## src/rtl/loopback_filter.sv

```systemverilog
`timescale 1ns/1ps
`default_nettype none
// ============================================================================
// Module   : loopback_filter
// Purpose  : Byte-stream stage placed between the usb_cdc OUT bulk stream and
//            its IN bulk stream.
//            - Received bytes are buffered in a small FIFO.
//            - Lower-case ASCII letters are optionally mapped to upper case
//              as they are written.
//            - A LF (0x0A) is optionally inserted after every CR (0x0D) that
//              leaves the output register.
//            Runs in the usb_cdc application clock domain.
// Ports    : clk_i       application clock
//            rstn_i      asynchronous reset, active low
//            rx_data_i   byte from usb_cdc out_data_o
//            rx_valid_i  from usb_cdc out_valid_o
//            rx_ready_o  to usb_cdc out_ready_i (registered)
//            tx_data_o   byte to usb_cdc in_data_i (registered)
//            tx_valid_o  to usb_cdc in_valid_i (registered)
//            tx_ready_i  from usb_cdc in_ready_o
//            level_o     bytes held in the FIFO, output register excluded
// Revision : 1.0 - initial release
// ============================================================================
module loopback_filter #(
   parameter int DEPTH     = 16,  // FIFO depth in bytes, power of 2, >= 2
   parameter int UPPERCASE = 1,   // 1: map 'a'..'z' to 'A'..'Z' on write
   parameter int CRLF      = 1    // 1: emit 0x0A after each transferred 0x0D
) (
   input  logic                       clk_i,
   input  logic                       rstn_i,
   input  logic [7:0]                 rx_data_i,
   input  logic                       rx_valid_i,
   output logic                       rx_ready_o,
   output logic [7:0]                 tx_data_o,
   output logic                       tx_valid_o,
   input  logic                       tx_ready_i,
   output logic [$clog2(DEPTH):0]     level_o
);

   localparam int       AW      = $clog2(DEPTH);
   localparam int       LW      = AW + 1;
   localparam logic     CRLF_EN = (CRLF != 0);
   localparam logic [7:0] CR_BYTE = 8'h0D;
   localparam logic [7:0] LF_BYTE = 8'h0A;

   // Output FSM: IDLE = output register empty, DATA = FIFO byte presented,
   // LF = inserted line feed presented.
   typedef enum logic [1:0] {
      S_IDLE = 2'd0,
      S_DATA = 2'd1,
      S_LF   = 2'd2
   } state_t;

   state_t            state_q, state_d;
   logic [LW-1:0]     wr_ptr_q, wr_ptr_d;
   logic [LW-1:0]     rd_ptr_q, rd_ptr_d;
   logic              rx_ready_q, rx_ready_d;
   logic [7:0]        tx_data_q, tx_data_d;
   logic              tx_valid_q, tx_valid_d;
   logic [7:0]        mem_q [DEPTH];

   logic [7:0]        wr_byte;
   logic [7:0]        head_byte;
   logic [LW-1:0]     level;
   logic [LW-1:0]     level_next;
   logic              fifo_empty;
   logic              push;
   logic              pop;
   logic              tx_xfer;

   // -------------------------------------------------------------------------
   // Write-side byte mapping
   // -------------------------------------------------------------------------
   if (UPPERCASE != 0) begin : g_upper
      always_comb begin
         wr_byte = rx_data_i;
         if (rx_data_i >= 8'h61 && rx_data_i <= 8'h7A) begin
            wr_byte = rx_data_i - 8'h20;
         end
      end
   end else begin : g_pass
      assign wr_byte = rx_data_i;
   end

   // -------------------------------------------------------------------------
   // FIFO bookkeeping
   // -------------------------------------------------------------------------
   // Pointers carry one extra bit so that full (difference == DEPTH) and
   // empty (difference == 0) are distinguishable.
   assign level      = wr_ptr_q - rd_ptr_q;
   assign fifo_empty = (level == '0);
   assign head_byte  = mem_q[rd_ptr_q[AW-1:0]];

   // rx_ready_q is only ever 1 while the FIFO has room, so a push can never
   // overflow; writes offered while it is 0 are simply not taken.
   assign push    = rx_valid_i && rx_ready_q;
   assign tx_xfer = tx_valid_q && tx_ready_i;

   assign wr_ptr_d   = wr_ptr_q + LW'(push);
   assign rd_ptr_d   = rd_ptr_q + LW'(pop);
   assign level_next = level + LW'(push) - LW'(pop);

   // Ready reflects the occupancy after this edge, so a pop on the same edge
   // that would otherwise leave the FIFO full re-opens the input at once.
   assign rx_ready_d = (level_next < LW'(DEPTH));

   // Storage is not reset: resetting the pointers discards its contents.
   // The head is read from the registered array, so a byte written on an
   // edge can only be popped on a later edge (no bypass path).
   always_ff @(posedge clk_i) begin
      if (push) begin
         mem_q[wr_ptr_q[AW-1:0]] <= wr_byte;
      end
   end

   // -------------------------------------------------------------------------
   // Output FSM, next state and registered outputs
   // -------------------------------------------------------------------------
   always_comb begin
      state_d    = state_q;
      tx_data_d  = tx_data_q;
      tx_valid_d = tx_valid_q;
      pop        = 1'b0;

      case (state_q)
         S_IDLE: begin
            tx_valid_d = 1'b0;
            if (!fifo_empty) begin
               pop        = 1'b1;
               tx_data_d  = head_byte;
               tx_valid_d = 1'b1;
               state_d    = S_DATA;
            end
         end

         S_DATA: begin
            if (tx_xfer) begin
               if (CRLF_EN && (tx_data_q == CR_BYTE)) begin
                  // The FIFO head stays put until the inserted LF is taken.
                  tx_data_d = LF_BYTE;
                  state_d   = S_LF;
               end else if (!fifo_empty) begin
                  pop       = 1'b1;
                  tx_data_d = head_byte;
               end else begin
                  tx_valid_d = 1'b0;
                  state_d    = S_IDLE;
               end
            end
         end

         S_LF: begin
            if (tx_xfer) begin
               if (!fifo_empty) begin
                  pop       = 1'b1;
                  tx_data_d = head_byte;
                  state_d   = S_DATA;
               end else begin
                  tx_valid_d = 1'b0;
                  state_d    = S_IDLE;
               end
            end
         end

         default: begin
            tx_valid_d = 1'b0;
            state_d    = S_IDLE;
         end
      endcase
   end

   // -------------------------------------------------------------------------
   // State registers
   // -------------------------------------------------------------------------
   always_ff @(posedge clk_i or negedge rstn_i) begin
      if (!rstn_i) begin
         state_q    <= S_IDLE;
         wr_ptr_q   <= '0;
         rd_ptr_q   <= '0;
         rx_ready_q <= 1'b0;
         tx_data_q  <= '0;
         tx_valid_q <= 1'b0;
      end else begin
         state_q    <= state_d;
         wr_ptr_q   <= wr_ptr_d;
         rd_ptr_q   <= rd_ptr_d;
         rx_ready_q <= rx_ready_d;
         tx_data_q  <= tx_data_d;
         tx_valid_q <= tx_valid_d;
      end
   end

   assign rx_ready_o = rx_ready_q;
   assign tx_data_o  = tx_data_q;
   assign tx_valid_o = tx_valid_q;
   assign level_o    = level;

endmodule
`default_nettype wire
```

## config.mk

```make
export PLATFORM = sky130hd
export DESIGN_NAME = loopback_filter
export DESIGN_NICKNAME = d
export VERILOG_FILES = /design/src/rtl/loopback_filter.sv
export SDC_FILE = /design/constraint.sdc
export NUM_CORES = 1
export LEC_CHECK = 0
export ABC_AREA = 1
export CORE_MARGIN = 2
export CORE_UTILIZATION = 62
export CTS_BUF_LIST = sky130_fd_sc_hd__clkbuf_16
export CTS_CLUSTER_SIZE = 10
export DETAILED_ROUTE_END_ITERATION = 10
export PLACE_DENSITY = 0.78
export SETUP_SLACK_MARGIN = 0.2
export SLEW_MARGIN = 20
export SYNTH_ARGS = -nofsm -noshare
export SYNTH_HDL_FRONTEND = slang
export SYNTH_SLANG_ARGS = --single-unit
```

## constraint.sdc

```tcl
create_clock -name clk_i -period 7.75 [get_ports clk_i]
set_input_delay 1.55 -clock clk_i [delete_from_list [all_inputs] [get_ports clk_i]]
set_output_delay 1.55 -clock clk_i [all_outputs]
set_load 0.005 [all_outputs]
```

==> impl_metrics.env <==
export IMPL_cts_buffers=17
export IMPL_post_cts_setup_buffers=0
export IMPL_cp_slowest_cell="clkdlybuf4s50_1"
export IMPL_post_cts_resized=0
export IMPL_status="finished, final reports clean"
export IMPL_antenna_cells=0
export IMPL_yosysWarnings=0
export IMPL_fin_setup_tns_ps=0
export IMPL_min_path_type="reg2reg"
export IMPL_maxClockFrequency_ghz=0.209
export IMPL_yosys_area_top_type="edfxtp_1"
export IMPL_gp_congestion=0.843
export IMPL_grt_overflow=0
export IMPL_tightest_slew_ps=988
export IMPL_core_um2=10200
export IMPL_combinationalPowerShare_pct=42.3
export IMPL_most_common_layout_cells="edfxtp_1, nor2_1, o21ai_0, nand2_1, inv_1"
export IMPL_hold_depth=2
export IMPL_syn_to_final_growth_pct=14.8
export IMPL_synthTopCellsByArea="edfxtp_1, dfrtp_1, o21ai_0"
export IMPL_power_density_nw_per_um2=433
export IMPL_die_h_um=106
export IMPL_cts_tree="built"
export IMPL_routedWlPerCell_um=20.3
export IMPL_finClkSkew_ps=6.47
export IMPL_post_route_period_util_pct=61.6
export IMPL_path_cells="buf_4 -> inv_1 -> ha_1 -> nand2_1 -> o21ai_0 -> xor2_1 -> clkdlybuf4s50_1"
export IMPL_synth_top_area_share_pct=59.5
export IMPL_setup_viol=0
export IMPL_critPathKind="reg2out"
export IMPL_r2r_cells=22
export IMPL_cts_root_buffer="clkbuf_16"
export IMPL_die_width_um=106
export IMPL_hpwl_mm=8.92
export IMPL_ant_nets=0
export IMPL_sw_frac_of_total_pct=39.0
export IMPL_p_switching_mw=1.25
export IMPL_worst_path_largest_cell_delay_ps=550
export IMPL_synth_nets=578
export IMPL_clockBufferDepth=2
export IMPL_p_int_mw=1.96
export IMPL_p_clk_share_pct=24.8
export IMPL_arrival_ps=3230
export IMPL_syn_area_um2=6460
export IMPL_crit_required_ps=6200
export IMPL_layout_commonest_cell="edfxtp_1"
export IMPL_io_pins=27
export IMPL_drc=0
export IMPL_grtUsageTotal_pct=27.6
export IMPL_peakVddDrop_mv=0.343
export IMPL_grt_pass1_wl_mm=23.0
export IMPL_whs_endpoint="tx_data_o[3]"
export IMPL_multiInputGateArea_um2=1830
export IMPL_layout_nets=607
export IMPL_r2r_slack_ps=3590
export IMPL_pwr_share_seq_pct=32.9
export IMPL_total_power_mw=3.22
export IMPL_vias=4478
export IMPL_cts_sinks=150
export IMPL_hold_viol=0
export IMPL_drt_wl_total_mm=14.7
export IMPL_initial_core_util_pct=63.2
export IMPL_drive_gt1_share_pct=8.12
export IMPL_dieArea_um2=11300
export IMPL_first_iter_violations=544
export IMPL_nFillCells=647
export IMPL_worstHoldStart="tx_data_o[3]"
export IMPL_min_period_ps=4780
export IMPL_antenna_found_initial=0
export IMPL_report_final_slew_viol_count=0
export IMPL_syn_avg_cell_area_um2=11.8
export IMPL_power_leakage_nw=2.71
export IMPL_synth_seq_area_share_pct=68.0
export IMPL_r2r_start="rd_ptr_q[1]"
export IMPL_crit_fanout=36
export IMPL_reg2reg_to="rx_ready_o"
export IMPL_seq_area_um2=4400
export IMPL_endpoint_kind="output pin"
export IMPL_synth_seq_cells=150
export IMPL_dr_pass1_iters=8
export IMPL_netlist_instances=549
export IMPL_clkTransAtPathRegs_ps=60
export IMPL_cts_hold_buf=0
export IMPL_grt_pass1_vias=4424
export IMPL_cap_violations=0
export IMPL_start_kind="register"
export IMPL_grt_max_degree=68
export IMPL_htree_levels=4
export IMPL_row_count=37
export IMPL_relSlewSlack_pct=34.0
export IMPL_viasPerCell=6.16
export IMPL_clock_latency_ps=420
export IMPL_rsz0062_at_grt="false"
export IMPL_portBuffers=26
export IMPL_yosysUniqueCellTypes=30
-- layer usage --
layer  vias up  wire length [um]  global-route usage [%]
li1       2035                 -                       -
met1      2130              5600                    35.9
met2       280              7310                    44.5
met3        33              1400                    6.44
met4         0               425                    12.7
met5         -                 0                       0
-- synth_stat cells, drive strengths merged --
master and n:
nor4 1, ha 16, nand3 16, nor2 99, a211oi 1, edfxtp 128
a221oi 2, clkinv 2, o211ai 9, a21o 1, dfrtp 22, o21ai 78
nor3 3, buf 8, a21oi 10, clkbuf 14, xor2 7, nand2 54
nand4 5, or2 1, o221ai 15, o22ai 18, xnor2 2, fa 1
inv 36
-- state kept, by name, indices dropped and copies added (netlist names) --
register and cells:
mem_q 128, tx_data_o 8, rd_ptr_q 5, wr_ptr_q 5
state_q 2, rx_ready_o 1, tx_valid_o 1
-- kinds of logic (layout without fill, tap and decap cells) --
| kind of cell | count (synthesis) | count (layout) | share of synthesized area [%] |
|---|---|---|---|
| buffers and inverters | 60 | 102 | 3.64 |
| DFF | 150 | 150 | 68.0 |
| AOI/OAI and AO/OA | 134 | 134 | 12.2 |
| xor gates and xnor gates | 9 | 9 | 1.22 |
| adders and majority gates | 17 | 17 | 3.41 |
| and+or+nand+nor | 179 | 179 | 11.5 |
-- power by group through the flow --
stage | logic [mW] | clock network [mW] | registers [mW]
after global placement | 1.27 | 0 | 1.07
final | 1.36 | 0.798 | 1.06
after floorplan | 0.902 | 0 | 1.05
after CTS | 1.35 | 0.803 | 1.06
after global routing | 1.52 | 0.840 | 1.07
after detailed placement | 1.34 | 0 | 1.07
-- metrics by stage --
stage | cell area [um^2] | cells | setup WS, ps | hold WS [ps] | util, %
final | 7420 | 727 | 2970 | 554 | 72.6
after global routing | 7420 | 727 | 2790 | 579 | 72.6
after CTS | 7420 | 726 | 3010 | 552 | 72.5
after detailed placement | 6840 | 694 | 3470 | 538 | 66.9
after global placement | 6840 | 694 | 3490 | 512 | 66.9
after floorplan | 6460 | 549 | 4710 | 510 | -
-- critical path, delay by kind of cell (launching register included) --
kind | cells | cell delay [ps]
simple gates | 1 | 60
buf+inv | 3 | 1430
xor+xnor | 1 | 270
compound gates | 1 | 220
fa+ha+maj | 1 | 500
flops | 1 | 320
-- cell type report --
type | count | area share (%)
multi-input combinational | 339 | 24.7
sequential | 150 | 59.2
clock buffer | 17 | 5.73
timing repair buffer | 32 | 4.05
inverter | 38 | 1.92
tap | 136 | 2.29
clock inverter | 15 | 2.09
-- worst max-delay path by stage --
stage / startpoint / endpoint / slack (ps) / cells past startpoint
global route: rd_ptr_q[1] / level_o[3] / 2790 / 7
CTS: rd_ptr_q[1] / level_o[3] / 3010 / 7
detailed placement: rd_ptr_q[1] / level_o[3] / 3470 / 7
finish: rd_ptr_q[1] / level_o[3] / 2970 / 7
global placement: rd_ptr_q[1] / level_o[3] / 3490 / 7
floorplan: rd_ptr_q[1] / level_o[3] / 4710 / 6
Power figures use the tool's default switching activity.
==> RTL change 1 (same settings) <==
Register the output `level_o`, cleared by the reset; this adds one clock of latency there. The other outputs are not delayed to match.
--- a/src/rtl/loopback_filter.sv
+++ b/src/rtl/loopback_filter.sv
@@ -195,3 +195,9 @@
    assign tx_valid_o = tx_valid_q;
-   assign level_o    = level;
+   always_ff @(posedge clk_i or negedge rstn_i) begin
+      if (!rstn_i) begin
+         level_o <= '0;
+      end else begin
+         level_o <= level;
+      end
+   end
 
Function: changed (a bounded check fails within 4 cycles, from zero or initial values and one cycle with rstn_i low).
==> RTL change 1 against the unedited design <==
Sequential cell count grew 5. Clock skew rose by 0.0033 ns. Total power fell by 1.2%. Setup slack gained 0.61 ns. Largest cell class unchanged. Highest routed layer unchanged. Wire length shrank 2.7%. Utilization is 0.37 points higher. Global-route usage is 0.94 points lower. Area after synthesis grew 1.9%. Cell area increased by 1.4%.
==> RTL change 1: results (changes against the unedited design) <==
Reg2Reg Setup Slack -> 3.59 ns (about the same)
hold path endpoint -> tx_data_o[1]$_DFFE_PN0P_
first-pass GRT wire length -> 22,500 µm (-2.1%)
Synthesis Warnings -> 0 (unchanged)
Post-Synth XOR/XNOR Area -> 1.20% (-0.023 points)
PortBufs -> 26 (unchanged)
min-delay src -> tx_data_o[1]$_DFFE_PN0P_
worst-path fanout max -> 36 (unchanged)
Top FF cell, synth -> edfxtp_1
1st-iter DRT viols -> 437 (-20%)
clock slew at reported path FFs -> 0.06 ns (about the same)
largest net degree at the start of global routing -> 67 (-1.5%)
most frequent cells after synthesis -> edfxtp_1 (128), nor2_1 (98), o21ai_0 (78), nand2_1 (50), inv_1 (36)
Compound-Gate Fraction of Synth Area -> 12.0% (-0.23 points)
Reg2Reg Capture Point -> rx_ready_o$_DFF_PN0_
WHS Path Cells -> 2 (unchanged)
RR Startpoint -> rd_ptr_q[1]$_DFF_PN0_
Post-synth EDFFs -> 128 (unchanged)
Area contributors post-synth -> edfxtp_1 (58%), dfrtp_1 (10%), o21ai_0 (5.9%), nor2_1 (5.6%), ha_1 (3.0%)
cts bufs inserted -> 17 (unchanged)
Post-Synth Adder-Cell Area -> 3.34% (-0.065 points)
Leak -> 2.75 nW (+1.5%)
Max H-tree Level -> 4 (unchanged)
status -> finished, final reports clean
Worst path slowest cell -> dfrtp_2
CP endpoint kind -> register
FILL cells -> 654 (+1.1%)
share of layout cells above drive strength 1 -> 7.25% (-0.87 points)
antenna cells -> 0 (unchanged)
Final HPWL DP -> 8950 µm (+0.35%)
Vias -> 4,445 (-0.74%)
Nets -> 609 (+0.33%)
clock skew -> 0.00975 ns (+0.00328 ns)
sequential area share after synthesis -> 68.6% (+0.61 points)
vias in the first global route -> 4,228 (-4.4%)
RePlAce Congestion -> 0.849 (+0.72%)
gr usage total -> 26.7% (-0.94 points)
Reg2Reg Depth -> 21 (-4.5%)
Largest register FFs -> 128 (unchanged)
Arr. time, crit path -> 4.48 ns (+1.25 ns)
Peak VDD IR -> 240 µV (-30%)
CTS Root Cell -> clkbuf_16
Hold Path Class -> register to register
setup bufs post-CTS -> 0 (unchanged)
asr flop ratio synth -> 17.4% (+2.8 points)
initial antenna violation count -> 0 (unchanged)
clk buf depth -> 2 (unchanged)
wire per inst -> 19.7 µm (-3.0%)
Syn Nets -> 583 (+0.87%)
crit start category -> register
CP max stage delay -> 0.77 ns (+0.22 ns)
proportion of synthesized area in mux cells -> 0% (unchanged)
clock latency on the worst-skew pair -> 0.42 ns (about the same)
Slew @ Worst Pin -> 1.16 ns (+0.172 ns)
count of cell types in the netlist -> 30 (unchanged)
First-pass DRT Iterations -> 6 (-2)
## RTL change 1: cell types whose count changed after synthesis
cell and change:
dfrtp_1 +5
## RTL change 1: through the flow
step,hold slack (ns),worst slack [ns],instances,instance area (µm²)
finish,0.549,3.59,729,7530
global route,0.592,3.19,729,7530
CTS,0.553,3.10,729,7520
detailed placement,0.542,3.17,697,6950
global placement,0.524,3.24,697,6950
floorplan,0.510,4.79,554,6590
## RTL change 1: area by class of cell
cell class | count | area, µm² | share of cell area [%]
inverter | 38 | 143 | 1.89
clock buffer | 17 | 425 | 5.65
timing repair buffer | 29 | 283 | 3.76
tap | 136 | 170 | 2.26
multi-input combinational | 339 | 1840 | 24.4
sequential | 155 | 4520 | 60.0
clock inverter | 15 | 149 | 1.98
## RTL change 1: cell families (layout without fill, tap and decap cells)
group / after synthesis / after routing
flops: 155 / 155
compound gates: 134 / 134
simple gates: 179 / 179
fa+ha+maj: 17 / 17
xor+xnor: 9 / 9
buf+inv: 60 / 99
## RTL change 1: per-layer routing
metal / vias up / GRT usage [%] / part of all wire, %
li1: 2049 / - / -
met1: 2135 / 36.3 / 42
met2: 229 / 40.8 / 48
met3: 32 / 6.69 / 8.3
met4: 0 / 12.3 / 2.5
met5: - / 0 / 0
## RTL change 1: critical path, delay by kind of cell, from the launching register on
kind	cells	cell delay [ns]
fa+ha+maj	3	0.97
flops	1	0.77
buf+inv	3	0.78
simple gates	13	1.07
xor+xnor	1	0.28
compound gates	1	0.18
## RTL change 1: power by group
part | internal, mW | switching [mW] | total, mW
combinational | 0.454 | 0.784 | 1.24
clock | 0.474 | 0.329 | 0.803
sequential | 1.03 | 0.109 | 1.13
==> RTL change 2 (config.mk and constraints unchanged) <==
Without the edit above. The parameter `DEPTH` goes from 16 to 32.
--- a/src/rtl/loopback_filter.sv
+++ b/src/rtl/loopback_filter.sv
@@ -24,3 +24,3 @@
 module loopback_filter #(
-   parameter int DEPTH     = 16,  // FIFO depth in bytes, power of 2, >= 2
+   parameter int DEPTH     = 32,  // FIFO depth in bytes, power of 2, >= 2
    parameter int UPPERCASE = 1,   // 1: map 'a'..'z' to 'A'..'Z' on write
Interface: changed (resized level_o); port bits go from 27 to 28. No check against the original RTL was run, so the function may have changed too.
==> RTL change 2 against the unedited design <==
Global-route usage is 0.46 points lower. Sequential share of layout area increased by 2.4 points. Sequential power rose by 66%. Sequential cell count increased by 130. Area after synthesis grew 89%. Critical path type unchanged. Setup slack got worse by 0.48 ns. Clock skew grew 0.0066 ns. Wire length up 83%. Clock power up 53%. Total power is 8.0% higher. Cell area increased by 81%.
==> RTL change 2: results (changes against the unedited design) <==
Peak VDD IR -> 239 µV (-30%)
Synth Instances -> 1,143 (+110%)
Arr. time, crit path -> 3.71 ns (+0.48 ns)
Post-synth EDFFs -> 256 (+100%)
first-pass GRT wire length -> 42,100 µm (+83%)
Top FF cell, synth -> edfxtp_1
Slew @ Worst Pin -> 1.03 ns (+0.0406 ns)
FILL cells -> 1,409 (+120%)
Largest register FFs -> 256 (+100%)
worst-path fanout max -> 19 (-47%)
vias in the first global route -> 7,800 (+76%)
gr usage total -> 27.1% (-0.46 points)
initial antenna violation count -> 0 (unchanged)
CP max stage delay -> 0.81 ns (+0.26 ns)
PortBufs -> 27 (+3.8%)
pre-CTS setup slack -> 3.07 ns (-0.397 ns)
cts bufs inserted -> 31 (+14)
asr flop ratio synth -> 8.57% (-6.1 points)
CP top delay family -> buffers and inverters
CTS resizes -> 0 (unchanged)
antenna cells -> 0 (unchanged)
count of cell types in the netlist -> 29 (-3.3%)
Post-Route WL -> 26,900 µm (+83%)
Final HPWL DP -> 16,400 µm (+84%)
Max H-tree Level -> 1 (-3)
Placed Area -> 0.0126 mm² (+85%)
most frequent cells after synthesis -> nand2_1 (389), edfxtp_1 (256), nand3_1 (141), nor2_1 (91), inv_1 (77)
Nets -> 1,195 (+97%)
setup bufs post-CTS -> 0 (unchanged)
RePlAce Congestion -> 0.881 (+4.5%)
status -> finished, final reports clean
clock skew -> 0.0131 ns (+0.00662 ns)
1st-iter DRT viols -> 892 (+64%)
share of layout cells above drive strength 1 -> 5.12% (-3.0 points)
Area contributors post-synth -> edfxtp_1 (63%), nand2_1 (12%), nand3_1 (5.8%), dfrtp_1 (4.9%), nor2_1 (2.8%)
sequential area share after synthesis -> 67.8% (-0.20 points)
most common cell after layout, fill and taps aside -> nand2_1
clk buf depth -> 3 (+1)
clock latency on the worst-skew pair -> 0.54 ns (+0.12 ns)
Finished Layout Cells -> 1,437 (+98%)
Leak -> 5.40 nW (+99%)
CTS Root Cell -> clkbuf_16
Synthesis Warnings -> 0 (unchanged)
largest net degree at the start of global routing -> 90 (+32%)
Vias -> 8,069 (+80%)
Hold Path Class -> register to register
First-pass DRT Iterations -> 5 (-3)
Worst path slowest cell -> dfrtp_1
[RTL change 2: cell types whose count changed after synthesis, moves of 41 or more]
| cell | change |
|---|---|
| edfxtp_1 | +128 |
| inv_1 | +41 |
| nand2_1 | +339 |
| nand3_1 | +127 |
| o21ai_0 | -65 |
[RTL change 2: path summary, 6_finish.rpt]
path	startpoint	end	slack, ns	cells after the start
max in group asynchronous	rstn_i	rd_ptr_q[0]$_DFF_PN0_	6.10	2
min in group asynchronous	rstn_i	tx_data_o[6]$_DFFE_PN0P_	1.37	2
setup reg to reg	rd_ptr_q[3]$_DFF_PN0_	rx_ready_o$_DFF_PN0_	3.08	18
hold / removal	wr_ptr_q[5]$_DFF_PN0_	wr_ptr_q[5]$_DFF_PN0_	0.50	1
setup / recovery	rd_ptr_q[3]$_DFF_PN0_	level_o[4]	2.49	6
hold reg to reg	wr_ptr_q[5]$_DFF_PN0_	wr_ptr_q[5]$_DFF_PN0_	0.50	1
[RTL change 2: cells by family after synthesis]
kind of cell / count (synthesis) / share of synthesized area (%)
and+or+nand+nor: 648 / 21.9
DFF: 280 / 67.8
buffers and inverters: 131 / 4.78
AOI/OAI and AO/OA: 47 / 2.16
adders and majority gates: 22 / 2.31
xor gates and xnor gates: 15 / 1.07
[RTL change 2: routing by layer]
layer / vias to the layer above / share of wire (%) / GRT usage (%)
met4: 0 / 2.9 / 9.20
met2: 352 / 49 / 44.6
met5: - / 0 / 0
li1: 3849 / - / -
met3: 62 / 8.0 / 3.84
met1: 3806 / 40 / 37.8
[RTL change 2: final cells by class]
class,instances,area (µm²),area share [%]
clock buffer,31,776,5.77
multi-input combinational,732,3380,25.1
tap,265,332,2.47
clock inverter,13,48.8,0.363
sequential,280,8290,61.6
inverter,81,304,2.26
timing repair buffer,35,320,2.38
[RTL change 2: report_power, final]
part	leakage [nW]	internal (mW)	switching (mW)	total [mW]
combinational	2.35	0.194	0.296	0.490
clock	0.451	0.703	0.518	1.22
sequential	2.60	1.73	0.0366	1.76
total	5.40	2.62	0.850	3.47
